### src/rtl/minc_prog_loader.sv
// minc_prog_loader: UART (8N1) program loader for the minc core.
// Parses frames of the form SYNC, COUNT, {HI, LO} x N, SUM and writes the
// 10-bit words into instruction memory. The core stays in reset until a
// checksum-valid image has been fully written.
module minc_prog_loader #(
    parameter int          CLKS_PER_BIT = 434,
    parameter logic [7:0]  SYNC_BYTE    = 8'hA5
) (
    input  logic        CLK,
    input  logic        nRESET,
    input  logic        RXD,
    output logic        mem_we,
    output logic [7:0]  mem_addr,
    output logic [9:0]  mem_wdata,
    output logic        cpu_nreset,
    output logic        busy,
    output logic        done,
    output logic        err
);

    localparam int              CW     = $clog2(CLKS_PER_BIT);
    localparam logic [CW-1:0]   FULL_C = CW'(CLKS_PER_BIT - 1);
    localparam logic [CW-1:0]   HALF_C = CW'(CLKS_PER_BIT / 2 - 1);

    typedef enum logic [1:0] {IDLE, START, DATA, STOP} rx_state_t;
    typedef enum logic [2:0] {F_SYNC, F_COUNT, F_HI, F_LO, F_SUM} fr_state_t;

    // ---------------- receiver ----------------
    logic            rxd_meta_q, rxd_sync_q, rxd_prev_q;
    rx_state_t       rx_state_q, rx_state_d;
    logic [CW-1:0]   cnt_q, cnt_d;
    logic [2:0]      bit_q, bit_d;
    logic [7:0]      shift_q, shift_d;
    logic            rx_valid_q, rx_valid_d;
    logic            rx_ferr_q, rx_ferr_d;

    // Two-flop synchronizer on RXD plus a delayed copy for falling-edge detection.
    always_ff @(posedge CLK or negedge nRESET) begin
        if (!nRESET) begin
            rxd_meta_q <= 1'b1;
            rxd_sync_q <= 1'b1;
            rxd_prev_q <= 1'b1;
        end else begin
            rxd_meta_q <= RXD;
            rxd_sync_q <= rxd_meta_q;
            rxd_prev_q <= rxd_sync_q;
        end
    end

    // Receiver state registers.
    always_ff @(posedge CLK or negedge nRESET) begin
        if (!nRESET) begin
            rx_state_q <= IDLE;
            cnt_q      <= '0;
            bit_q      <= 3'd0;
            shift_q    <= 8'h00;
            rx_valid_q <= 1'b0;
            rx_ferr_q  <= 1'b0;
        end else begin
            rx_state_q <= rx_state_d;
            cnt_q      <= cnt_d;
            bit_q      <= bit_d;
            shift_q    <= shift_d;
            rx_valid_q <= rx_valid_d;
            rx_ferr_q  <= rx_ferr_d;
        end
    end

    // Receiver next state: mid-bit sampling, glitch rejection on the start bit.
    always_comb begin
        rx_state_d = rx_state_q;
        cnt_d      = cnt_q;
        bit_d      = bit_q;
        shift_d    = shift_q;
        rx_valid_d = 1'b0;
        rx_ferr_d  = 1'b0;
        case (rx_state_q)
            IDLE: begin
                if (rxd_prev_q && !rxd_sync_q) begin
                    rx_state_d = START;
                    cnt_d      = '0;
                end else begin
                    rx_state_d = IDLE;
                end
            end
            START: begin
                if (cnt_q == HALF_C) begin
                    cnt_d = '0;
                    bit_d = 3'd0;
                    if (!rxd_sync_q) begin
                        rx_state_d = DATA;
                    end else begin
                        rx_state_d = IDLE;
                    end
                end else begin
                    cnt_d = cnt_q + 1'b1;
                end
            end
            DATA: begin
                if (cnt_q == FULL_C) begin
                    cnt_d   = '0;
                    shift_d = {rxd_sync_q, shift_q[7:1]};
                    if (bit_q == 3'd7) begin
                        rx_state_d = STOP;
                    end else begin
                        bit_d = bit_q + 3'd1;
                    end
                end else begin
                    cnt_d = cnt_q + 1'b1;
                end
            end
            STOP: begin
                if (cnt_q == FULL_C) begin
                    cnt_d      = '0;
                    rx_state_d = IDLE;
                    if (rxd_sync_q) begin
                        rx_valid_d = 1'b1;
                    end else begin
                        rx_ferr_d = 1'b1;
                    end
                end else begin
                    cnt_d = cnt_q + 1'b1;
                end
            end
            default: begin
                rx_state_d = IDLE;
                cnt_d      = '0;
            end
        endcase
    end

    // ---------------- frame parser ----------------
    fr_state_t   fr_state_q, fr_state_d;
    logic [7:0]  addr_q, addr_d;
    logic [7:0]  sum_q, sum_d;
    logic [1:0]  hi_q, hi_d;
    logic [8:0]  left_q, left_d;
    logic        mem_we_q, mem_we_d;
    logic [7:0]  mem_addr_q, mem_addr_d;
    logic [9:0]  mem_wdata_q, mem_wdata_d;
    logic        cpu_nreset_q, cpu_nreset_d;
    logic        busy_q, busy_d;
    logic        done_q, done_d;
    logic        err_q, err_d;

    // Frame parser registers and registered outputs.
    always_ff @(posedge CLK or negedge nRESET) begin
        if (!nRESET) begin
            fr_state_q   <= F_SYNC;
            addr_q       <= 8'h00;
            sum_q        <= 8'h00;
            hi_q         <= 2'b00;
            left_q       <= 9'd0;
            mem_we_q     <= 1'b0;
            mem_addr_q   <= 8'h00;
            mem_wdata_q  <= 10'h000;
            cpu_nreset_q <= 1'b0;
            busy_q       <= 1'b0;
            done_q       <= 1'b0;
            err_q        <= 1'b0;
        end else begin
            fr_state_q   <= fr_state_d;
            addr_q       <= addr_d;
            sum_q        <= sum_d;
            hi_q         <= hi_d;
            left_q       <= left_d;
            mem_we_q     <= mem_we_d;
            mem_addr_q   <= mem_addr_d;
            mem_wdata_q  <= mem_wdata_d;
            cpu_nreset_q <= cpu_nreset_d;
            busy_q       <= busy_d;
            done_q       <= done_d;
            err_q        <= err_d;
        end
    end

    // Frame parser next state. The core leaves reset one cycle after done
    // rises, and is re-held in the same cycle a new SYNC clears done.
    always_comb begin
        fr_state_d   = fr_state_q;
        addr_d       = addr_q;
        sum_d        = sum_q;
        hi_d         = hi_q;
        left_d       = left_q;
        mem_we_d     = 1'b0;
        mem_addr_d   = mem_addr_q;
        mem_wdata_d  = mem_wdata_q;
        cpu_nreset_d = done_q;
        busy_d       = busy_q;
        done_d       = done_q;
        err_d        = err_q;
        if (fr_state_q == F_SYNC) begin
            if (rx_valid_q && (shift_q == SYNC_BYTE)) begin
                busy_d       = 1'b1;
                done_d       = 1'b0;
                err_d        = 1'b0;
                cpu_nreset_d = 1'b0;
                addr_d       = 8'h00;
                sum_d        = 8'h00;
                fr_state_d   = F_COUNT;
            end else begin
                fr_state_d = F_SYNC;
            end
        end else if (rx_ferr_q) begin
            err_d        = 1'b1;
            busy_d       = 1'b0;
            cpu_nreset_d = 1'b0;
            fr_state_d   = F_SYNC;
        end else if (rx_valid_q) begin
            case (fr_state_q)
                F_COUNT: begin
                    left_d     = (shift_q == 8'h00) ? 9'd256 : {1'b0, shift_q};
                    fr_state_d = F_HI;
                end
                F_HI: begin
                    if (shift_q[7:2] != 6'd0) begin
                        err_d        = 1'b1;
                        busy_d       = 1'b0;
                        cpu_nreset_d = 1'b0;
                        fr_state_d   = F_SYNC;
                    end else begin
                        hi_d       = shift_q[1:0];
                        sum_d      = sum_q + shift_q;
                        fr_state_d = F_LO;
                    end
                end
                F_LO: begin
                    sum_d       = sum_q + shift_q;
                    mem_we_d    = 1'b1;
                    mem_addr_d  = addr_q;
                    mem_wdata_d = {hi_q, shift_q};
                    addr_d      = addr_q + 8'd1;
                    left_d      = left_q - 9'd1;
                    if (left_q == 9'd1) begin
                        fr_state_d = F_SUM;
                    end else begin
                        fr_state_d = F_HI;
                    end
                end
                F_SUM: begin
                    busy_d     = 1'b0;
                    fr_state_d = F_SYNC;
                    if (shift_q == sum_q) begin
                        done_d = 1'b1;
                    end else begin
                        err_d        = 1'b1;
                        cpu_nreset_d = 1'b0;
                    end
                end
                default: begin
                    fr_state_d = F_SYNC;
                end
            endcase
        end else begin
            fr_state_d = fr_state_q;
        end
    end

    assign mem_we     = mem_we_q;
    assign mem_addr   = mem_addr_q;
    assign mem_wdata  = mem_wdata_q;
    assign cpu_nreset = cpu_nreset_q;
    assign busy       = busy_q;
    assign done       = done_q;
    assign err        = err_q;

endmodule

### config.mk
export PLATFORM = sky130hd
export DESIGN_NAME = minc_prog_loader
export DESIGN_NICKNAME = d
export VERILOG_FILES = /design/src/rtl/minc_prog_loader.sv
export SDC_FILE = /design/constraint.sdc
export NUM_CORES = 1
export LEC_CHECK = 0
export CAP_MARGIN = 20
export CELL_PAD_IN_SITES_DETAIL_PLACEMENT = 0
export CELL_PAD_IN_SITES_GLOBAL_PLACEMENT = 1
export CORE_UTILIZATION = 50
export CTS_CLUSTER_SIZE = 12
export DETAILED_ROUTE_END_ITERATION = 10
export MAX_ROUTING_LAYER = met4
export PLACE_DENSITY = 0.95
export RECOVER_POWER = 50
export SYNTH_ARGS = -nofsm -noshare
export SYNTH_HDL_FRONTEND = slang
export SYNTH_SLANG_ARGS = --single-unit
### constraint.sdc
create_clock -name CLK -period 2.7 [get_ports CLK]
set_input_delay 0.54 -clock CLK [delete_from_list [all_inputs] [get_ports CLK]]
set_output_delay 0.54 -clock CLK [all_outputs]
set_load 0.05 [all_outputs]
# ---- Word level (Yosys, flattened, before mapping)
# Index checks and enable logic that the tools add are counted.
dict set report totals {
  elab_cells 150
  reg_bits 80
  output_inout_bits 23
  inputBits 3
}
dict set report op_classes {
  n_eq_ne 24
  n_mux 69
  n_reduce_logical 28
  n_addsub 5
  bitwise 3
}
# op count
set ops {}
lappend ops {{$mux 8} 9}
lappend ops {{$mux 9} 4}
lappend ops {{$mux 1} 34}
lappend ops {{$reduce_and 4->1} 7}
lappend ops {{$pmux 9 s3} 1}
lappend ops {{$mux 3} 7}
lappend ops {{$pmux 9 s2} 1}
lappend ops {{$pmux 8 s2} 1}
lappend ops {{$reduce_and 5->1} 3}
lappend ops {{$mux 2} 6}
lappend ops {{$ne 2x2->1 const B} 6}
lappend ops {{$reduce_bool 2->1} 6}
lappend ops {{$add 9x1->9 const B} 1}
lappend ops {{$eq 9x1->1 const B} 1}
lappend ops {{$eq 9x8->1 const B} 1}
lappend ops {{$eq 9x9->1 const B} 1}
lappend ops {{$pmux 3 s3} 1}
lappend ops {{$sub 9x1->9 const B} 1}
lappend ops {{$add 8x1->8 const B} 1}
lappend ops {{$add 8x8->8} 1}
lappend ops {{$eq 8x8->1} 1}
lappend ops {{$eq 8x8->1 const B} 1}
lappend ops {{$logic_not 8->1} 1}
lappend ops {{$ne 4x4->1 const B} 2}
lappend ops {{21 further kinds} 31}

# ---- Depth between registers and ports, before layout
dict set report depth {
  word_depth 6
  mapped_depth 8
  ltp_nobuf 7
}

# ---- Least setup slack after synthesis
# Ideal clock, no wire load.
dict set report synth_timing {
  kind {reg2reg}
  startpoint {register shift_q[0]}
  endpoint {register sum_q[6]}
  setup_ns 0.128
  slack_ns 0.844
  period_less_slack_ns 1.856
  required_ns 2.572
  n_path_buf 0
  t_arrival_ns 1.728
  stages_incl_launch_ff 8
  cell_sequence {dfrtp_1 -> ha_1 -> fa_1 -> a211oi_1 -> o21bai_1 -> a21oi_1 -> xor2_1 -> o21ai_0}
}
dict set report synth_via {
  elab_chain_len 6
  word_cells_on_any_way 10
  cone_classes {1 x add/sub; 2 x eq/ne; 5 x mux; 2 x reduce/logical}
}
# item line_no
set synth_rtl {}
lappend synth_rtl {{start, declared} 33} ;# logic [7:0] shift_q, shift_d;
lappend synth_rtl {{start signal, assigned} 63} ;# shift_q <= shift_d;
lappend synth_rtl {{$add 8x8->8} {223, 228}}
lappend synth_rtl {{$mux 8} 216} ;# if (shift_q[7:2] != 6'd0) begin
lappend synth_rtl {{$pmux 8 s2} 210} ;# case (fr_state_q)
lappend synth_rtl {{$mux 8} 209} ;# end else if (rx_valid_q) begin
lappend synth_rtl {{$mux 8} 204} ;# end else if (rx_ferr_q) begin
lappend synth_rtl {{$mux 8} 192} ;# if (fr_state_q == F_SYNC) begin
lappend synth_rtl {{end signal, assigned} 164} ;# sum_q <= sum_d;
lappend synth_rtl {{end, declared} 135} ;# logic [7:0] sum_q, sum_d;
# Several ways; a longest one is shown, not always the timed one. The select of a mux whose other input is x is not followed.
# A chain may end at the register's enable or synchronous reset.

==> out/qor.txt <==
Layout Nets: 435
Vias in the first global route: 2882
Via Count: 3066
Final ANT Viol Nets: 0
Final hold slack: 365 ps
Bufs on Longest Clock Path: 2
Design Power: 2380 uW
Worst path cell trace: inv_1 -> ha_1 -> nor4bb_1 -> nand2b_1 -> a22oi_2 -> nand2_1 -> mux2_2
Mapped Area: 4030 um^2
Crit path required time: 2950 ps
Startpoint Class: register
Die Span Y: 91.8 um
Worst clock skew: 9.47 ps
Post-CTS setup repair buffer count: 0
Fin crit period: 2310 ps
Fin. max-slew vios: 34
LEAKAGE: 0.00215 uW
CTS tree: built
Slowest cell on crit path: a22oi_2
Setup TNS: 0 ps
DRT iter0 DRCs: 191
CTS Hold Bufs: 0
Layout fillers: 660
Antenna violations before repair: 0
Worst slew pin tran: 1710 ps
Pin count of the biggest net entering global routing: 49
Die Footprint: 8430 um^2
Grt ovf: 0
Final count of negative-setup-slack endpoints: 0
Antenna cell count: 0
Worst path max stage delay: 630 ps
First-pass GRT wire length: 14100 um
Vias per inst: 5.86
CP Max Fanout: 17
I/O pin cnt: 26
Area grow syn2layout: 13.3%
Worst min path class: reg2reg
Power Dens Cells: 521 nW/um^2
Peak VDD IR: 298 uV
Arrival time at the worst endpoint: 2550 ps
H-Tree Depth: 3
R2R Path Start: cnt_q[1]$_DFFE_PN0P_
Core area: 7770 um^2
CTS buffer count: 9
Total Routing Usage GR: 22.0%
Worst-Skew Late Latency: 360 ps
Max Clock Freq: 434 MHz
Crit end category: register
Warnings from Yosys: 0
WS Path Type: reg2reg
Prevailing post-synth register cell: dfrtp_1
Wirelength per Cell: 15.8 um
Critical path's top delay family: compound AO/OA/AOI/OAI gates
Clock Sinks: 80
Proportion of layout cells with a drive suffix above 1: 14.0%
Yosys reg bits: 80
Failing checks: capacitance limit, slew limit
PostCTS Resize Cnt: 0
Syn Area/Cell: 10.4 um^2
Syn nets: 407
Final period util: 85.4%
FFs w/ async S/R, synth: 100%
Post-synth EDFFs: 0
Port Buffer Count: 25
Length of the first detailed-routing pass in iterations: 4
Worst path bufs/invs: 1
HPWL Detailed: 5620 um
Routability-driven placement congestion ratio: 0.874
MaxCap Viol Count: 1
Register area share after synthesis: 49.8%
Post-Syn Instances: 388
CTS Root Cell: clkbuf_8
Unrepaired setup endpoints after global routing: false
Die W: 91.8 um
Hold Fails Final Rpt: 0
DRC viols: 0
Outcome: finished with violations
Relative slew slack: -13.7%
Hold_sp: rxd_meta_q$_DFF_PN1_
Post-synth cell types: 57
Num rows: 32
Worst Setup SP: cnt_q[1]$_DFFE_PN0P_
Initial Util: 51.9%
Clock transition at path regs: 90 ps
Post-Route WL: 8250 um
sequential cells by signal (all words and copies together), names as in the netlist, named ones only:
| register | flops |
|---|---|
| mem_we | 1 |
| rx_state_q | 1 |
| mem_wdata | 10 |
| rxd_prev_q | 1 |
| rx_valid_q | 1 |
| busy | 1 |
| hi_q | 2 |
| rx_ferr_q | 1 |
| left_q | 9 |
| fr_state_q | 3 |
| addr_q | 8 |
| cpu_nreset | 1 |
| cnt_q | 9 |
| rxd_sync_q | 1 |
| done | 1 |
| bit_q | 3 |
| rxd_meta_q | 1 |
| sum_q | 8 |
| err | 1 |
| shift_q | 8 |
| mem_addr | 8 |
logic make-up after synthesis:
kind of cell    Yosys count  synth area share [%]
flops                    80                  49.8
compound gates           92                  14.0
mux                      28                  7.73
fa+ha+maj                16                  5.15
simple gates            133                  17.8
buf+inv                  27                  2.89
xor+xnor                 12                  2.61
report_power, final:
part	internal, uW	switching, uW	total, uW
Clock	370	479	849
Sequential	1240	60.5	1300
Combinational	85.0	148	233
Total	1690	688	2380
cell usage after synthesis (2+ instances only):
library cell	n	area share, %
a211oi_1	2	0.37
or4_4	2	0.56
nand2b_1	5	0.78
ha_1	15	4.7
xnor2_1	5	1.1
clkbuf_1	3	0.28
o211ai_1	2	0.37
or3_1	4	0.62
o21ai_0	35	4.3
and4bb_2	2	0.62
nor4b_1	2	0.43
mux2i_1	3	0.74
xor2_1	7	1.5
nor2b_1	2	0.31
o21a_1	2	0.37
mux2_2	25	7.0
o22ai_1	3	0.47
nand4_1	7	1.1
a22o_1	2	0.43
nor4bb_1	2	0.50
nand4b_1	2	0.43
a211o_1	4	0.87
a21o_1	7	1.3
a21boi_0	2	0.37
a31o_2	2	0.43
buf_2	9	1.1
nor3_1	9	1.1
and4_1	3	0.65
nor4_1	2	0.31
inv_1	12	1.1
nand2_1	41	3.8
dfrtp_1	77	48
nand3_1	8	0.99
dfstp_2	3	2.0
nor2_1	25	2.3
and3_1	5	0.78
nor3b_1	5	0.93
a21oi_1	22	2.7
or4b_2	2	0.50
layer usage:
layer  global-route usage [%]  vias up  share of wire [%]
li1                         -     1459                  -
met5                        -        -                  0
met3                     3.57        7                5.1
met1                     30.2     1510                 46
met2                     34.1       90                 48
met4                     6.25        0               0.88
cell type report:
class	instances	area [um^2]	area share [%]
flip-flops and latches	80	2010	43.9
multi-input cells	281	1910	41.8
repair buffers	31	289	6.33
clock buffers	10	138	3.01
well taps	102	128	2.79
clock inverters	6	50.0	1.10
inverters	13	48.8	1.07
path summary, 6_finish.rpt:
| check | slack (ps) | cells past startpoint | end |
|---|---|---|---|
| hold reg to reg | 370 | 0 | rxd_sync_q$_DFF_PN1_ |
| setup reg to reg | 390 | 7 | register |
| min in group asynchronous | 610 | 1 | err$_DFFE_PN0P_ |
| hold / removal | 370 | 0 | rxd_sync_q$_DFF_PN1_ |
| setup / recovery | 390 | 7 | register |
| max in group asynchronous | 520 | 2 | bit_q[1]$_DFFE_PN0P_ |
placed cells by master, fill, tap and decap left out, types with 10 or more instances in the layout:
cell / instances
nor2_1: 25
inv_1: 12
dfrtp_1: 77
mux2_2: 25
ha_1: 15
clkbuf_8: 10
o21ai_0: 35
a21oi_1: 22
clkdlybuf4s50_1: 23
nand2_1: 41
through the flow:
stage	setup slack, ps	utilization (%)	area [um^2]	instances
after floorplan	844	-	4030	388
after global placement	584	56.6	4400	507
after detailed placement	407	56.6	4400	507
after CTS	395	59.0	4580	523
after global routing	83.8	58.8	4570	523
final	394	58.8	4570	523
Note: power is estimated with default switching activity, not from simulation.
